===== src/rtl/trap_sequencer.sv =====
// ============================================================================
// | Module   : trap_sequencer                                                |
// | Purpose  : Machine-mode CSR update sequencer for trap entry and mret.     |
// | Revision : 1.0  initial release                                          |
// ============================================================================
`default_nettype none

module trap_sequencer #(
  parameter int          XLEN        = 64,
  parameter logic [11:0] CSR_MSTATUS = 12'h300,
  parameter logic [11:0] CSR_MTVEC   = 12'h305,
  parameter logic [11:0] CSR_MEPC    = 12'h341,
  parameter logic [11:0] CSR_MCAUSE  = 12'h342
) (
  input  logic            clk,
  input  logic            rst_n,
  input  logic            i_start_req,
  output logic            o_start_ack,
  input  logic            i_is_ecall,
  input  logic            i_is_mret,
  input  logic            i_is_timer_int,
  input  logic [XLEN-1:0] i_pc,
  output logic [11:0]     o_csr_addr,
  output logic            o_csr_ren,
  output logic            o_csr_wen,
  output logic [XLEN-1:0] o_csr_wdata,
  input  logic [XLEN-1:0] i_csr_rdata,
  output logic            o_done_req,
  input  logic            i_done_ack,
  output logic            o_pc_jmp,
  output logic [XLEN-1:0] o_pc_jmpaddr,
  output logic            o_busy
);

  localparam logic [XLEN-1:0] c_CAUSE_ECALL = {{(XLEN-4){1'b0}}, 4'd11};
  localparam logic [XLEN-1:0] c_CAUSE_TIMER = {1'b1, {(XLEN-4){1'b0}}, 3'd7};

  typedef enum logic [2:0] {
    S_IDLE      = 3'd0,
    S_WR_MEPC   = 3'd1,
    S_WR_MCAUSE = 3'd2,
    S_RD_MST    = 3'd3,
    S_WR_MST    = 3'd4,
    S_RD_MTVEC  = 3'd5,
    S_RD_MEPC   = 3'd6,
    S_DONE      = 3'd7
  } state_t;

  typedef enum logic [1:0] {
    K_NONE  = 2'd0,
    K_ECALL = 2'd1,
    K_TIMER = 2'd2,
    K_MRET  = 2'd3
  } kind_t;

  state_t          r_state;
  state_t          w_state_nxt;
  kind_t           r_kind;
  kind_t           w_kind_in;
  logic [XLEN-1:0] r_pc;
  logic [XLEN-1:0] r_ms;
  logic [XLEN-1:0] r_target;
  logic [XLEN-1:0] w_ms_trap;
  logic [XLEN-1:0] w_ms_mret;
  logic            w_accept;

  // Interrupts win over synchronous traps; mret only when nothing else is set.
  always_comb begin
    w_kind_in = K_NONE;
    if (i_is_timer_int)  w_kind_in = K_TIMER;
    else if (i_is_ecall) w_kind_in = K_ECALL;
    else if (i_is_mret)  w_kind_in = K_MRET;
  end

  assign w_accept = (r_state == S_IDLE) && i_start_req;

  // Trap entry stacks MIE into MPIE; mret restores it. MPP is always M.
  always_comb begin
    w_ms_trap        = r_ms;
    w_ms_trap[7]     = r_ms[3];
    w_ms_trap[3]     = 1'b0;
    w_ms_trap[12:11] = 2'b11;
    w_ms_mret        = r_ms;
    w_ms_mret[3]     = r_ms[7];
    w_ms_mret[7]     = 1'b1;
    w_ms_mret[12:11] = 2'b11;
  end

  always_ff @(posedge clk or negedge rst_n) begin
    if (!rst_n) begin
      r_state  <= S_IDLE;
      r_kind   <= K_NONE;
      r_pc     <= '0;
      r_ms     <= '0;
      r_target <= '0;
    end else begin
      r_state <= w_state_nxt;
      if (w_accept) begin
        r_kind   <= w_kind_in;
        r_pc     <= i_pc;
        r_ms     <= '0;
        r_target <= '0;
      end
      if (r_state == S_RD_MST)   r_ms     <= i_csr_rdata;
      if (r_state == S_RD_MTVEC) r_target <= {i_csr_rdata[XLEN-1:2], 2'b00};
      if (r_state == S_RD_MEPC)  r_target <= i_csr_rdata;
    end
  end

  always_comb begin
    w_state_nxt  = r_state;
    o_start_ack  = 1'b0;
    o_busy       = 1'b1;
    o_csr_addr   = 12'h000;
    o_csr_ren    = 1'b0;
    o_csr_wen    = 1'b0;
    o_csr_wdata  = '0;
    o_done_req   = 1'b0;
    o_pc_jmp     = 1'b0;
    o_pc_jmpaddr = '0;
    case (r_state)
      S_IDLE: begin
        o_start_ack = 1'b1;
        o_busy      = 1'b0;
        if (i_start_req) begin
          case (w_kind_in)
            K_ECALL, K_TIMER: w_state_nxt = S_WR_MEPC;
            K_MRET:           w_state_nxt = S_RD_MST;
            default:          w_state_nxt = S_DONE;
          endcase
        end
      end
      S_WR_MEPC: begin
        o_csr_wen   = 1'b1;
        o_csr_addr  = CSR_MEPC;
        o_csr_wdata = r_pc;
        w_state_nxt = S_WR_MCAUSE;
      end
      S_WR_MCAUSE: begin
        o_csr_wen   = 1'b1;
        o_csr_addr  = CSR_MCAUSE;
        o_csr_wdata = (r_kind == K_TIMER) ? c_CAUSE_TIMER : c_CAUSE_ECALL;
        w_state_nxt = S_RD_MST;
      end
      S_RD_MST: begin
        o_csr_ren   = 1'b1;
        o_csr_addr  = CSR_MSTATUS;
        w_state_nxt = S_WR_MST;
      end
      S_WR_MST: begin
        o_csr_wen   = 1'b1;
        o_csr_addr  = CSR_MSTATUS;
        if (r_kind == K_MRET) begin
          o_csr_wdata = w_ms_mret;
          w_state_nxt = S_RD_MEPC;
        end else begin
          o_csr_wdata = w_ms_trap;
          w_state_nxt = S_RD_MTVEC;
        end
      end
      S_RD_MTVEC: begin
        o_csr_ren   = 1'b1;
        o_csr_addr  = CSR_MTVEC;
        w_state_nxt = S_DONE;
      end
      S_RD_MEPC: begin
        o_csr_ren   = 1'b1;
        o_csr_addr  = CSR_MEPC;
        w_state_nxt = S_DONE;
      end
      S_DONE: begin
        o_done_req   = 1'b1;
        o_pc_jmp     = (r_kind != K_NONE);
        o_pc_jmpaddr = r_target;
        if (i_done_ack) w_state_nxt = S_IDLE;
      end
      default: w_state_nxt = S_IDLE;
    endcase
  end

endmodule

`default_nettype wire


===== config.mk =====
export PLATFORM = sky130hd
export DESIGN_NAME = trap_sequencer
export DESIGN_NICKNAME = d
export VERILOG_FILES = /design/src/rtl/trap_sequencer.sv
export SDC_FILE = /design/constraint.sdc
export NUM_CORES = 1
export LEC_CHECK = 0
export CAP_MARGIN = 10
export CORE_MARGIN = 1.5
export CORE_UTILIZATION = 35
export DETAILED_ROUTE_END_ITERATION = 10
export GPL_ROUTABILITY_DRIVEN = 0
export SLEW_MARGIN = 10
export SYNTH_ARGS = -nofsm -noshare
export SYNTH_HDL_FRONTEND = slang
export SYNTH_SLANG_ARGS = --single-unit

===== constraint.sdc =====
create_clock -name clk -period 3 [get_ports clk]
set_input_delay 0.3 -clock clk [delete_from_list [all_inputs] [get_ports clk]]
set_output_delay 0.3 -clock clk [all_outputs]
set_load 0.01 [all_outputs]

==> summary.txt <==
P&R area growth vs syn: 41.4%
M3 GR Usage: 0.0524
status: finished clean
drt pass-1 iters: 4
Critical Path Source Type: register
commonest non-fill, non-tap cell in the layout: clkdlybuf4s50_1
wire per inst: 19.4 um
CORE AREA: 24500 um^2
flop2flop setup slack: 0.84 ns
Num CTS Buffers: 17
worst vdd ir: 0.543 mV
Vias per Instance: 5.15
Max Root-Sink Buffers: 2
Hold Path Sink: r_pc[60]$_DFFE_PN0P_
top post-synthesis cells by area: dfrtp_1 56%, a22o_1 12%, nand2_1 11%
Ports: 281
Arrival @ worst endpoint: 2.49 ns
crit-path max FO: 42
ANT nets after route: 0
cell taking the most area after synthesis: dfrtp_1
hold_sp: i_pc[60]
Starting Density: 0.359
Worst Skew: 0.0123 ns
Cells after DPL: 1459
Num Clock Sinks: 195
hold-critical path depth: 3
Die H: 161 um
RR Endpoint: r_ms[5]$_DFFE_PN0P_
YS warnings: 0
Pleak: 5.63 nW
Post-Route Setup TNS: 0 ns
met2 Use GR: 0.360
drt initial violations: 397
Syn Inst Count: 924
register bit total from synthesis: 195
CTS H-tree depth: 4
fin crit period: 2.79 ns
max cap viols: 0
Overall Power: 12.8 mW
commonest non-fill, non-tap cells in the layout: 273 x clkdlybuf4s50_1, 263 x nand2_1, 192 x dfrtp_1, 118 x a22o_1, 66 x and2_1
final WL: 29000 um
share of layout cells above drive strength 1: 0.0599
largest net degree at the start of global routing: 73
Yosys cell types: 39
Die X: 161 um
I/O Buffers: 274
via count: 7696
grt total ovfl: 0
fmax: 359 MHz
first-pass GRT wire length: 45300 um
Die Area: 26000 um^2
initial antenna violation count: 1
met1 global-route usage: 0.300
CP Capture Type: output port
sequential share of the synthesized area: 0.556
final period utilization: 0.929
WP data required: 2.70 ns
drc violations: 0
clk slew on worst S/H paths: 0.08 ns
Slew Limit Fails: 0
CTS tree: built
Worst R2R Start: r_state[0]$_DFFE_PN0P_
cell area after synthesis: 8770 um^2
HPWL Detailed: 18500 um
path category of the worst min-delay check: input port to register
gr usage total: 0.224
Worst Tran Pin Value: 0.797 ns
# rows: 57
mean area per synthesized cell: 9.49 um^2
max_slew headroom: 0.469
critical path class: register to output port
FF-to-FF path depth: 4
count of final setup violators: 0
Power Dens Cells: 1030 nW/um^2
fin nets: 1292
clk_lat worst skew: 0.43 ns
top-area cell type share of the netlist area: 0.556
clk root buf: clkbuf_16
post-route insts no fill: 1494
vias in the first global route: 7828
Hold Violations, Final: 0
unrepaired setup endpoints after global routing: no
GRT busiest layer: met2
==> worst max path at each step <==
stage                            to  slack, ns                   start
floorplan             o_csr_addr[9]       1.13  r_state[0]$_DFFE_PN0P_
global placement    o_csr_wdata[31]       0.46  r_state[0]$_DFFE_PN0P_
detailed placement  o_csr_wdata[24]       0.43  r_state[0]$_DFFE_PN0P_
CTS                 o_csr_wdata[24]       0.04  r_state[1]$_DFFE_PN0P_
global route        o_csr_wdata[58]       0.09  r_state[1]$_DFFE_PN0P_
finish              o_csr_wdata[24]       0.21  r_state[1]$_DFFE_PN0P_
==> report_power, final <==
part	internal, mW	switching [mW]	total [mW]
clock network	1.13	1.12	2.25
logic	2.72	3.01	5.73
registers	3.92	0.847	4.77
==> Yosys cell counts, drive strengths merged <==
cell type	count
a22oi	1
nand3	64
conb	1
and3	1
a21o	2
a21oi	10
o21bai	2
o2bb2ai	1
nand2b	4
or2	2
nor3b	1
o211a	2
o21a	1
nor2b	2
nor2	8
a22o	118
or4b	1
and3b	1
dfrtp	195
nand2	263
nor4bb	1
nand4	1
nor4b	1
o21ai	74
nor3	1
a211oi	2
a311oi	1
and2	67
buf	40
or3b	1
inv	4
ha	1
clkbuf	49
xor2	1
==> timing repair <==
| item | 4_1_cts | 5_1_grt |
|---|---|---|
| endpoints found under the hold margin | 70 | 0 |
| cloned | 0 | 0 |
| setup endpoints to repair | 36 | 58 |
| setup buffers | 0 | 1 |
| hold buffers | 1 | 0 |
| gates resized for setup | 1 | 1 |
==> worst max-delay path, cell delays in order (launching register included) <==
cell	delay [ns]
dfrtp_2	0.55
nand2b_1	0.30
nor2_4	0.16
buf_12	0.27
a22o_1	0.22
clkdlybuf4s50_1	0.55
==> through the flow <==
| step | setup WS [ns] | utilization | instance area, um^2 | hold WS (ns) |
|---|---|---|---|---|
| after floorplan | 1.13 | - | 8790 | 0.00441 |
| after global placement | 0.459 | 0.482 | 11800 | 0.384 |
| after detailed placement | 0.428 | 0.482 | 11800 | 0.378 |
| after CTS | 0.0371 | 0.506 | 12400 | 0.364 |
| after global routing | 0.0896 | 0.507 | 12400 | 0.381 |
| final | 0.214 | 0.507 | 12400 | 0.384 |
==> logic make-up after synthesis <==
kind of cell / after synthesis / share of synthesized area
compound gates: 214 / 0.177
xor+xnor: 1 / 0.00185
fa+ha+maj: 1 / 0.00143
buf+inv: 93 / 0.0488
flops: 195 / 0.556
other cells: 1 / 0.000427
simple gates: 419 / 0.214
==> registers in the layout, summed over array words and instances, names as in the netlist <==
| name | count |
|---|---|
| r_pc | 64 |
| r_ms | 62 |
| r_target | 64 |
| r_kind | 2 |
| r_state | 3 |
==> per-layer routing <==
layer	wire (um)	share of wire
met1	13000	0.45
met2	13700	0.47
met3	1730	0.060
met4	523	0.018
met5	0	0
==> cell type report <==
class                           instances  area (um^2)
Fill cell                            2293        12100
Clock buffer                           18          439
Clock inverter                         14          138
Antenna cell                            1         2.50
Timing Repair Buffer                  297         2990
Multi-Input combinational cell        641         3530
Sequential cell                       195         4890
Inverter                                4         15.0
Tap cell                              324          405
Note: power is estimated with default switching activity, not from simulation.
